[config.mk]
export PLATFORM = sky130hd
export DESIGN_NAME = ats_eligibility_time
export DESIGN_NICKNAME = d
export VERILOG_FILES = /design/src/rtl/ats_pkg.sv /design/src/rtl/ats_flow_state_ram.sv /design/src/rtl/ats_eligibility_time.sv
export SDC_FILE = /design/constraint.sdc
export NUM_CORES = 2
export LEC_CHECK = 0
export ABC_CLOCK_PERIOD_IN_PS = 13100
export BUFFER_PORTS_ARGS = -buffer_cell sky130_fd_sc_hd__buf_4
export CELL_PAD_IN_SITES_DETAIL_PLACEMENT = 1
export CELL_PAD_IN_SITES_GLOBAL_PLACEMENT = 1
export CORE_AREA = 2 2 358 360
export DETAILED_ROUTE_END_ITERATION = 8
export DIE_AREA = 0 0 360 362
export HOLD_SLACK_MARGIN = 0.02
export PLACE_DENSITY = 0.77
export SLEW_MARGIN = 20
export SYNTH_ARGS = -nofsm -noshare
export SYNTH_HDL_FRONTEND = slang
export SYNTH_SLANG_ARGS = --single-unit
[constraint.sdc]
create_clock -name clk -period 13.1 [get_ports clk]
set_input_delay 0.655 -clock clk [delete_from_list [all_inputs] [get_ports clk]]
set_output_delay 0.655 -clock clk [all_outputs]
set_load 0.01 [all_outputs]
[src/rtl/ats_pkg.sv]
// ats_pkg: shared definitions for the ATS eligibility-time block.
// Holds the control state encoding, the bit offsets of the fields in the
// eligibility descriptor, and the wrap-safe time comparison helper.
package ats_pkg;

    typedef enum logic [2:0] {
        S_DATA      = 3'd0,
        S_WAIT_FLOW = 3'd1,
        S_CALC      = 3'd2,
        S_UPDATE    = 3'd3,
        S_OUTPUT    = 3'd4
    } atsState_t;

    // Descriptor layout, MSB to LSB: {discard, flow, length, elig_time}
    localparam int ELIG_TIME_LSB = 0;

    function automatic int eligLenLsb(input int timeW);
        return timeW;
    endfunction

    function automatic int eligFlowLsb(input int timeW, input int lenW);
        return timeW + lenW;
    endfunction

    function automatic int eligDiscardBit(input int timeW, input int lenW, input int flowW);
        return timeW + lenW + flowW;
    endfunction

    // True when a is strictly later than b on a w-bit wrapping time line,
    // i.e. the w-bit difference a-b is positive when read as signed.
    function automatic logic time_after(input logic [63:0] a, input logic [63:0] b,
                                        input int unsigned w);
        logic [63:0] mask;
        logic [63:0] signBit;
        logic [63:0] diff;
        mask    = (w >= 64) ? '1 : ((64'd1 << w) - 64'd1);
        signBit = mask & ~(mask >> 1);
        diff    = (a - b) & mask;
        return (diff != 64'd0) && ((diff & signBit) == 64'd0);
    endfunction

endpackage

[src/rtl/ats_flow_state_ram.sv]
// ats_flow_state_ram: per-flow bucket-empty timestamps.
// One synchronous write port and one asynchronous read port; the whole
// array is cleared by reset so every flow starts with an empty bucket.
module ats_flow_state_ram #(
    parameter int DEPTH  = 16,
    parameter int WIDTH  = 32,
    parameter int ADDR_W = 4
) (
    input  logic              clk,
    input  logic              rstn,
    input  logic              we,
    input  logic [ADDR_W-1:0] waddr,
    input  logic [WIDTH-1:0]  wdata,
    input  logic [ADDR_W-1:0] raddr,
    output logic [WIDTH-1:0]  rdata
);

    logic [WIDTH-1:0] memQ [DEPTH];

    // Storage array: cleared on reset, written one entry per cycle
    always_ff @(posedge clk or negedge rstn) begin
        if (!rstn) begin
            for (int i = 0; i < DEPTH; i++) begin
                memQ[i] <= '0;
            end
        end else if (we) begin
            memQ[waddr] <= wdata;
        end
    end

    assign rdata = memQ[raddr];

endmodule

[src/rtl/ats_eligibility_time.sv]
// ats_eligibility_time: passes a byte stream through, measures each frame,
// collects its flow ID and emits an eligibility-time descriptor computed
// with a per-flow token-bucket (ATS) shaper. Flow 0 is never shaped.
// Optional feature: define ATS_MAX_RESIDENCE_EN to flag frames whose
// eligibility time exceeds arrival + cfg_max_residence as discarded.
module ats_eligibility_time
    import ats_pkg::*;
#(
    parameter int DATA_WIDTH = 8,
    parameter int FLOW_NUM   = 16,
    parameter int FLOW_WIDTH = 8,
    parameter int TIME_WIDTH = 32,
    parameter int LEN_WIDTH  = 11
) (
    input  logic                               clk,
    input  logic                               rstn,
    input  logic [TIME_WIDTH-1:0]              current_time,
    input  logic [FLOW_NUM*16-1:0]             cfg_ns_per_byte,
    input  logic [FLOW_NUM*TIME_WIDTH-1:0]     cfg_burst_ns,
    input  logic [TIME_WIDTH-1:0]              cfg_max_residence,
    input  logic [DATA_WIDTH-1:0]              s_axis_tdata,
    input  logic                               s_axis_tvalid,
    output logic                               s_axis_tready,
    input  logic                               s_axis_tlast,
    output logic [DATA_WIDTH-1:0]              m_axis_tdata,
    output logic                               m_axis_tvalid,
    input  logic                               m_axis_tready,
    output logic                               m_axis_tlast,
    input  logic [FLOW_WIDTH-1:0]              s_axis_flow_tdata,
    input  logic                               s_axis_flow_tvalid,
    output logic                               s_axis_flow_tready,
    output logic [1+FLOW_WIDTH+LEN_WIDTH+TIME_WIDTH-1:0] m_axis_elig_tdata,
    output logic                               m_axis_elig_tvalid,
    input  logic                               m_axis_elig_tready
);

    localparam int IDX_W       = (FLOW_NUM > 1) ? $clog2(FLOW_NUM) : 1;
    localparam int PROD_W      = LEN_WIDTH + 16;
    localparam int LEN_LSB     = eligLenLsb(TIME_WIDTH);
    localparam int FLOW_LSB    = eligFlowLsb(TIME_WIDTH, LEN_WIDTH);
    localparam int DISCARD_BIT = eligDiscardBit(TIME_WIDTH, LEN_WIDTH, FLOW_WIDTH);
    localparam logic [LEN_WIDTH-1:0] LEN_MAX = '1;

    atsState_t stateQ, stateD;

    logic [LEN_WIDTH-1:0]  countQ, countD;
    logic [LEN_WIDTH-1:0]  lengthQ, lengthD;
    logic [TIME_WIDTH-1:0] arrivalQ, arrivalD;
    logic [FLOW_WIDTH-1:0] flowQ, flowD;
    logic [TIME_WIDTH-1:0] eligQ, eligD;
    logic                  discardQ, discardD;

    logic                  beatAccept, flowAccept, eligAccept, flowInRange;
    logic [IDX_W-1:0]      flowIdx;
    logic [15:0]           nsPerByte [FLOW_NUM];
    logic [TIME_WIDTH-1:0] burstNs   [FLOW_NUM];
    logic [TIME_WIDTH-1:0] bucketRd, recovery, sched, full, calcElig, wrData;
    logic                  calcDiscard, wrEn;

    for (genvar f = 0; f < FLOW_NUM; f++) begin : g_cfg
        assign nsPerByte[f] = cfg_ns_per_byte[16*f +: 16];
        assign burstNs[f]   = cfg_burst_ns[TIME_WIDTH*f +: TIME_WIDTH];
    end

    assign m_axis_tdata = s_axis_tdata;
    assign m_axis_tlast = s_axis_tlast;

    assign beatAccept  = s_axis_tvalid & s_axis_tready;
    assign flowAccept  = s_axis_flow_tvalid & s_axis_flow_tready;
    assign eligAccept  = m_axis_elig_tvalid & m_axis_elig_tready;
    assign flowInRange = ({1'b0, s_axis_flow_tdata} < (FLOW_WIDTH+1)'(FLOW_NUM));
    assign flowIdx     = flowQ[IDX_W-1:0];

    // Shaper arithmetic: every sum wraps modulo 2^TIME_WIDTH
    assign recovery = TIME_WIDTH'(PROD_W'(lengthQ) * PROD_W'(nsPerByte[flowIdx]));
    assign sched    = bucketRd + recovery;
    assign full     = bucketRd + burstNs[flowIdx];
    assign calcElig = (flowQ == '0) ? arrivalQ :
                      (time_after(64'(sched), 64'(arrivalQ), TIME_WIDTH) ? sched : arrivalQ);

`ifdef ATS_MAX_RESIDENCE_EN
    logic [TIME_WIDTH-1:0] residenceLimit;
    assign residenceLimit = arrivalQ + cfg_max_residence;
    assign calcDiscard    = (flowQ != '0) &&
                            time_after(64'(calcElig), 64'(residenceLimit), TIME_WIDTH);
`else
    logic unusedMaxResidence;
    assign unusedMaxResidence = ^cfg_max_residence;
    assign calcDiscard        = 1'b0;
`endif

    // A bucket that has refilled past full only advances by the overshoot
    assign wrEn   = (stateQ == S_UPDATE) && (flowQ != '0) && !discardQ;
    assign wrData = time_after(64'(full), 64'(eligQ), TIME_WIDTH) ? eligQ
                                                                   : bucketRd + (eligQ - full);

    ats_flow_state_ram #(
        .DEPTH  (FLOW_NUM),
        .WIDTH  (TIME_WIDTH),
        .ADDR_W (IDX_W)
    ) u_flow_state (
        .clk   (clk),
        .rstn  (rstn),
        .we    (wrEn),
        .waddr (flowIdx),
        .wdata (wrData),
        .raddr (flowIdx),
        .rdata (bucketRd)
    );

    // State register
    always_ff @(posedge clk or negedge rstn) begin
        if (!rstn) begin
            stateQ <= S_DATA;
        end else begin
            stateQ <= stateD;
        end
    end

    // Next-state: data, flow ID, two compute cycles, then hold the descriptor
    always_comb begin
        stateD = stateQ;
        unique case (stateQ)
            S_DATA:      if (beatAccept && s_axis_tlast) stateD = S_WAIT_FLOW;
            S_WAIT_FLOW: if (flowAccept) stateD = S_CALC;
            S_CALC:      stateD = S_UPDATE;
            S_UPDATE:    stateD = S_OUTPUT;
            S_OUTPUT:    if (eligAccept) stateD = S_DATA;
            default:     stateD = S_DATA;
        endcase
    end

    // Handshake outputs decoded from the current state
    always_comb begin
        s_axis_tready      = 1'b0;
        m_axis_tvalid      = 1'b0;
        s_axis_flow_tready = 1'b0;
        m_axis_elig_tvalid = 1'b0;
        unique case (stateQ)
            S_DATA: begin
                s_axis_tready = m_axis_tready;
                m_axis_tvalid = s_axis_tvalid;
            end
            S_WAIT_FLOW: s_axis_flow_tready = 1'b1;
            S_OUTPUT:    m_axis_elig_tvalid = 1'b1;
            default:     ;
        endcase
    end

    // Frame bookkeeping: beat count, latched length/arrival/flow and result
    always_comb begin
        countD   = countQ;
        lengthD  = lengthQ;
        arrivalD = arrivalQ;
        flowD    = flowQ;
        eligD    = eligQ;
        discardD = discardQ;
        unique case (stateQ)
            S_DATA: begin
                if (beatAccept) begin
                    if (s_axis_tlast) begin
                        lengthD  = (countQ == LEN_MAX) ? LEN_MAX : countQ + 1'b1;
                        arrivalD = current_time;
                        countD   = '0;
                    end else begin
                        countD = (countQ == LEN_MAX) ? LEN_MAX : countQ + 1'b1;
                    end
                end
            end
            S_WAIT_FLOW: if (flowAccept) flowD = flowInRange ? s_axis_flow_tdata : '0;
            S_CALC: begin
                eligD    = calcElig;
                discardD = calcDiscard;
            end
            default: ;
        endcase
    end

    // Frame bookkeeping registers
    always_ff @(posedge clk or negedge rstn) begin
        if (!rstn) begin
            countQ   <= '0;
            lengthQ  <= '0;
            arrivalQ <= '0;
            flowQ    <= '0;
            eligQ    <= '0;
            discardQ <= 1'b0;
        end else begin
            countQ   <= countD;
            lengthQ  <= lengthD;
            arrivalQ <= arrivalD;
            flowQ    <= flowD;
            eligQ    <= eligD;
            discardQ <= discardD;
        end
    end

    assign m_axis_elig_tdata[DISCARD_BIT]                = discardQ;
    assign m_axis_elig_tdata[FLOW_LSB +: FLOW_WIDTH]     = flowQ;
    assign m_axis_elig_tdata[LEN_LSB +: LEN_WIDTH]       = lengthQ;
    assign m_axis_elig_tdata[ELIG_TIME_LSB +: TIME_WIDTH] = eligQ;

endmodule

# Word level (Yosys, flattened, before mapping)
# Cells that the tools add are included.
# classes
add_sub_neg	7
multipliers	1
div_mod_pow	0
magnitude_cmp	3
eq_ne	8
shift	0
muxes	26
bitwise	4
n_reduce_logical	16
# ops
cell	count
bitwise mux 512 bit	1
binary-select mux 32 bit (select 4 bit)	2
2-to-1 mux 32 bit	8
demux 32 bit (select 4 bit)	1
zero test 64 bit	2
nonzero test 64 bit	2
subtractor 32 bit	3
adder 32 bit	2
binary-select mux 16 bit (select 4 bit)	1
adder 32 x 27 -> 32 bit	1
2-to-1 mux 16 bit	2
multiplier 11 x 16 -> 27 bit	1
2-to-1 mux 11 bit	2
one-hot mux 3 bit (5 select lines)	1
adder 11 x 1 -> 11 bit, second input constant	1
== test 11 bit, second input constant	1
2-to-1 mux 3 bit	3
zero test 8 bit	1
< comparator 8 x 5 -> 1 bit, second input constant	1
2-to-1 mux 8 bit	1
nonzero test 8 bit	1
== test 3 x 2 -> 1 bit, second input constant	2
!= test 2 bit, second input constant	3
AND reduction 3 bit	2
other kinds (10)	20
# word_totals
reg_bits	609
latch_bits	0
ram_bits	0
rom_bits	0
inputBits	855
out_inout_bits	65
word_cells	87
mem_count	0

# Depth between registers and ports, before layout
# depth
depth_word	11
depth_mapped	43
mapped_depth_nobuf	36

# By module
# From an unflattened synthesis, not the netlist that was laid out.
# hier_totals
hier_cells	4023
hier_area_um2	47113.9
# modules_own_cells
mod	instances	cells_each	area_per_inst_um2	seq_area_each_um2
ats_eligibility_time	1	2619	24339.6	2427.3
ats_flow_state_ram	1	1404	22774.3	12812.3

# Worst setup path after synthesis
# OpenSTA, ideal clock, no wires.
# synth_timing
kind	reg-to-reg
startpoint	reg flowQ[0]
endpoint	reg eligQ[10]
setup_time_ns	0.132
t_arrival_ns	10.400
required_ns	12.968
setup_slack_ns	2.568
stages_incl_launch_ff	39
path_buffers	7
period_less_slack_ns	10.532
path_cell_list	dfrtp_1 -> buf_6 -> buf_2 -> buf_2 -> buf_1 -> mux4_2 -> mux4_2 -> clkbuf_1 -> and2_1 -> fa_1 -> inv_1 -> fa_1 -> inv_1 -> fa_1 -> fa_1 -> fa_1 -> ha_1 -> a21o_1 -> (+3 left out) -> nor3_1 -> a211oi_1 -> o21ai_0 -> a21boi_0 -> a21oi_1 -> ha_1 -> clkbuf_1 -> nand2_1 -> or3_1 -> or3_1 -> o21a_1 -> and4_1 -> a211oi_1 -> nor4_2 -> a211oi_2 -> buf_2 -> mux2i_1 -> o21ai_1
# synth_between
elab_chain_len	11
word_cells_on_any_way	16
classes_between	add/sub (2); mul (1); mux (8); bitwise (1); reduce/logical (4)
# synth_lines
item	line_no	source
start, declared	ats_eligibility_time.sv:49	logic [FLOW_WIDTH-1:0] flowQ, flowD;
start signal, assigned	ats_eligibility_time.sv:192	flowQ <= flowD;
inverter 4 -> 5 bit (not written as such)	ats_flow_state_ram.sv:31, ats_eligibility_time.sv:75	
binary-select mux 16 bit (select 4 bit)	ats_eligibility_time.sv:75	assign recovery = TIME_WIDTH'(PROD_W'(lengthQ) * PROD_W'(nsPerByte[flowIdx]));
2-to-1 mux 16 bit (not written as such) (2 in series)	ats_eligibility_time.sv:75	
multiplier 11 x 16 -> 27 bit	ats_eligibility_time.sv:75	
adder 32 x 27 -> 32 bit	ats_eligibility_time.sv:76	assign sched = bucketRd + recovery;
subtractor 32 bit	ats_pkg.sv:38	diff = (a - b) & mask;
nonzero test 64 bit / zero test 64 bit (equally long branches)	ats_pkg.sv:39	return (diff != 64'd0) && ((diff & signBit) == 64'd0);
logical AND 1 bit	ats_pkg.sv:39	
2-to-1 mux 32 bit	ats_eligibility_time.sv:79	(time_after(64'(sched), 64'(arrivalQ), TIME_WIDTH) ? sched : arrivalQ);
2-to-1 mux 32 bit (*)	ats_eligibility_time.sv:78	assign calcElig = (flowQ == '0) ? arrivalQ :
end signal, assigned	ats_eligibility_time.sv:193	eligQ <= eligD;
end, declared	ats_eligibility_time.sv:50	logic [TIME_WIDTH-1:0] eligQ, eligD;
# Mark *: on every way between the ends. The rest lies on a longest branch, timed or not. The select of a mux whose other input is x is not followed.
# A chain may end at the register's enable or synchronous reset.

# Final worst setup path
# layout_timing
startpoint	reg flowQ[0]
endpoint	reg eligQ[30]
# Same word-level chain as after synthesis.

==> impl_metrics.env <==
export IMPL_drt_iter0_markers=3040
export IMPL_cp_end_kind="flip-flop"
export IMPL_via_count=40200
export IMPL_cts_num_sinks=609
export IMPL_track_usage_pct=28.6
export IMPL_crit_required_ps=13640
export IMPL_yosysWarningCount=0
export IMPL_cp_start_kind="flip-flop"
export IMPL_antenna_found_initial=27
export IMPL_syn_to_final_growth_pct=22.5
export IMPL_gp_congestion=0.960
export IMPL_wirelength_mm=190
export IMPL_fin_skew_ps=37.5
export IMPL_wl_per_cell_um=27.5
export IMPL_htree_levels=3
export IMPL_synthArstFlopShare_pct=100
export IMPL_maxSlewViolCount=0
export IMPL_setup_tns_ps=0
export IMPL_setup_ws_ps=1330
export IMPL_die_x_um=360
export IMPL_rsz0062_at_grt="false"
export IMPL_synthDistinctLibCells=88
export IMPL_cts_root_buf="clkbuf_16"
export IMPL_multiInputGateArea_um2=28600
export IMPL_grt_overflow=0
export IMPL_cp_common_cell="fa_1"
export IMPL_cp_arrival_ps=12310
export IMPL_netlist_area_um2=46200
export IMPL_drive_gt1_share_pct=29.2
export IMPL_grt_pass1_wl_mm=278
export IMPL_ys_ff_latch=609
export IMPL_final_common_cell="buf_4"
export IMPL_clkLatencyLatePin_ps=660
export IMPL_routed_via_density=5.82
export IMPL_synthFlopType="dfrtp_1"
export IMPL_post_cts_buffers=0
export IMPL_hp_class="in -> async"
export IMPL_cts_resized_gates=0
export IMPL_cts_tree="yes"
export IMPL_setup_worst_path_class="reg -> reg"
export IMPL_core_area_um2=127000
export IMPL_hold_violations=0
export IMPL_regArea_um2=15300
export IMPL_clk_pin_slew_ps=60
export IMPL_dieArea_um2=130000
export IMPL_fill_cells=14200
export IMPL_period_minus_slack_ps=11770
export IMPL_rows=131
export IMPL_io_pins=920
export IMPL_tightestPinTransition_ps=1130
export IMPL_avgSynthCellArea_um2=10.3
export IMPL_drv_cap=0
export IMPL_slowest_delay_ps=960
export IMPL_fin_nets=6420
export IMPL_worst_path_max_delay_cell="dfrtp_4"
export IMPL_setup_viol=0
export IMPL_drc=0
export IMPL_yosysSeqAreaShare_pct=33.0
export IMPL_drtAntennaViolNets=0
export IMPL_period_share_pct=89.9
export IMPL_layout_common_cells="941 x buf_4, 786 x nand2_1, 605 x dfrtp_1"
export IMPL_dr_pass1_iters=5
export IMPL_cts_buffers=70
export IMPL_fmax_ghz=0.0850
export IMPL_cp_max_fo=44
export IMPL_cts_hold_buf=0
export IMPL_status="completed"
export IMPL_synth_net_count=5715
export IMPL_synth_edf_count=0
export IMPL_clockBufferDepth=3
export IMPL_post_dp_hpwl_mm=145
export IMPL_io_buffers=870
export IMPL_die_h_um=362
export IMPL_preCtsSetupSlack_ps=1180
export IMPL_grt_pass1_vias=43000
export IMPL_relSlewSlack_pct=24.5
export IMPL_grt_max_degree=175
export IMPL_syn_inst=4482
export IMPL_start_util_pct=36.4
area by class of cell:
cell class                 count  area share (%)
tap                         1662            3.68
antenna                        4          0.0177
inverter                     299            1.98
timing repair buffer         949            12.7
multi-input combinational   3258            50.6
clock inverter                19           0.447
sequential                   609            27.0
clock buffer                 103            3.60
path summary, 6_finish.rpt:
| kind | start | to | slack (ps) | cells after the start |
|---|---|---|---|---|
| worst max-delay path | flowQ[0] | eligQ[30] | 1330 | 35 |
| worst min-delay path | rstn | u_flow_state.memQ[171] | 110 | 1 |
| worst max register to register | flowQ[0] | eligQ[30] | 1330 | 35 |
| worst min register to register | u_flow_state.memQ[22] | u_flow_state.memQ[22] | 480 | 2 |
| max in group asynchronous | rstn | flowQ[3] | 10440 | 3 |
| min in group clk | current_time[27] | arrivalQ[27] | 200 | 3 |
per-stage QoR:
step | utilization [%] | std cells | hold WS [ps] | instance area (µm²)
floorplan | - | 4482 | 359 | 46200
global placement | 42.8 | 6777 | 456 | 54200
detailed placement | 42.8 | 6777 | 466 | 54200
CTS | 44.6 | 6899 | 115 | 56500
global route | 44.6 | 6901 | 146 | 56600
finish | 44.6 | 6903 | 110 | 56600
kinds of logic after synthesis:
logic type	synth area share [%]
adder cells (fa/ha/maj)	13.3
flip-flops	33.0
AND/OR/NAND/NOR	11.6
multiplexers	21.4
XOR/XNOR	2.14
buffers and inverters	5.27
other	0.00812
AO/OA/AOI/OAI	13.3
registers in the layout, indices dropped and copies added (netlist names):
register and cells:
u_flow_state.memQ 512, arrivalQ 32, eligQ 32, countQ 11
lengthQ 11, flowQ 8, stateQ 3
routing by layer:
layer / global-route usage (%) / routed length [µm] / vias up
li1: - / - / 17400
met5: 0 / 141 / -
met3: 6.67 / 15500 / 307
met4: 9.40 / 6420 / 24
met2: 47.0 / 90400 / 1597
met1: 37.4 / 77700 / 20800
Yosys cell counts, types with 35 or more instances:
cell	instances	area [µm²]
nand2_1	798	3000
dfrtp_1	609	15200
o21ai_0	568	2840
mux4_2	399	8990
inv_1	299	1120
clkbuf_1	221	830
ha_1	193	2410
fa_1	185	3700
a21oi_1	136	681
nor2_1	103	387
o21ai_1	86	430
and2_1	78	488
xnor2_1	75	657
mux2i_1	64	641
a21o_1	54	405
nand3_1	44	220
buf_1	41	154
buf_2	39	195
xor2_1	38	333
nor3_1	35	175
critical path: cells and delay by family, from the launching register on:
kind                       cells  cell delay (ps)
AOI/OAI and AO/OA             16             3690
adders and majority gates      7             3260
muxes                          4             1960
DFF                            1              960
buffers and inverters          3              850
and+or+nand+nor                4              460
xor gates and xnor gates       1              410
Power is left out: the tool's default activity adds up to more than one toggle a clock period on the data nets, which glitch-free logic cannot reach.
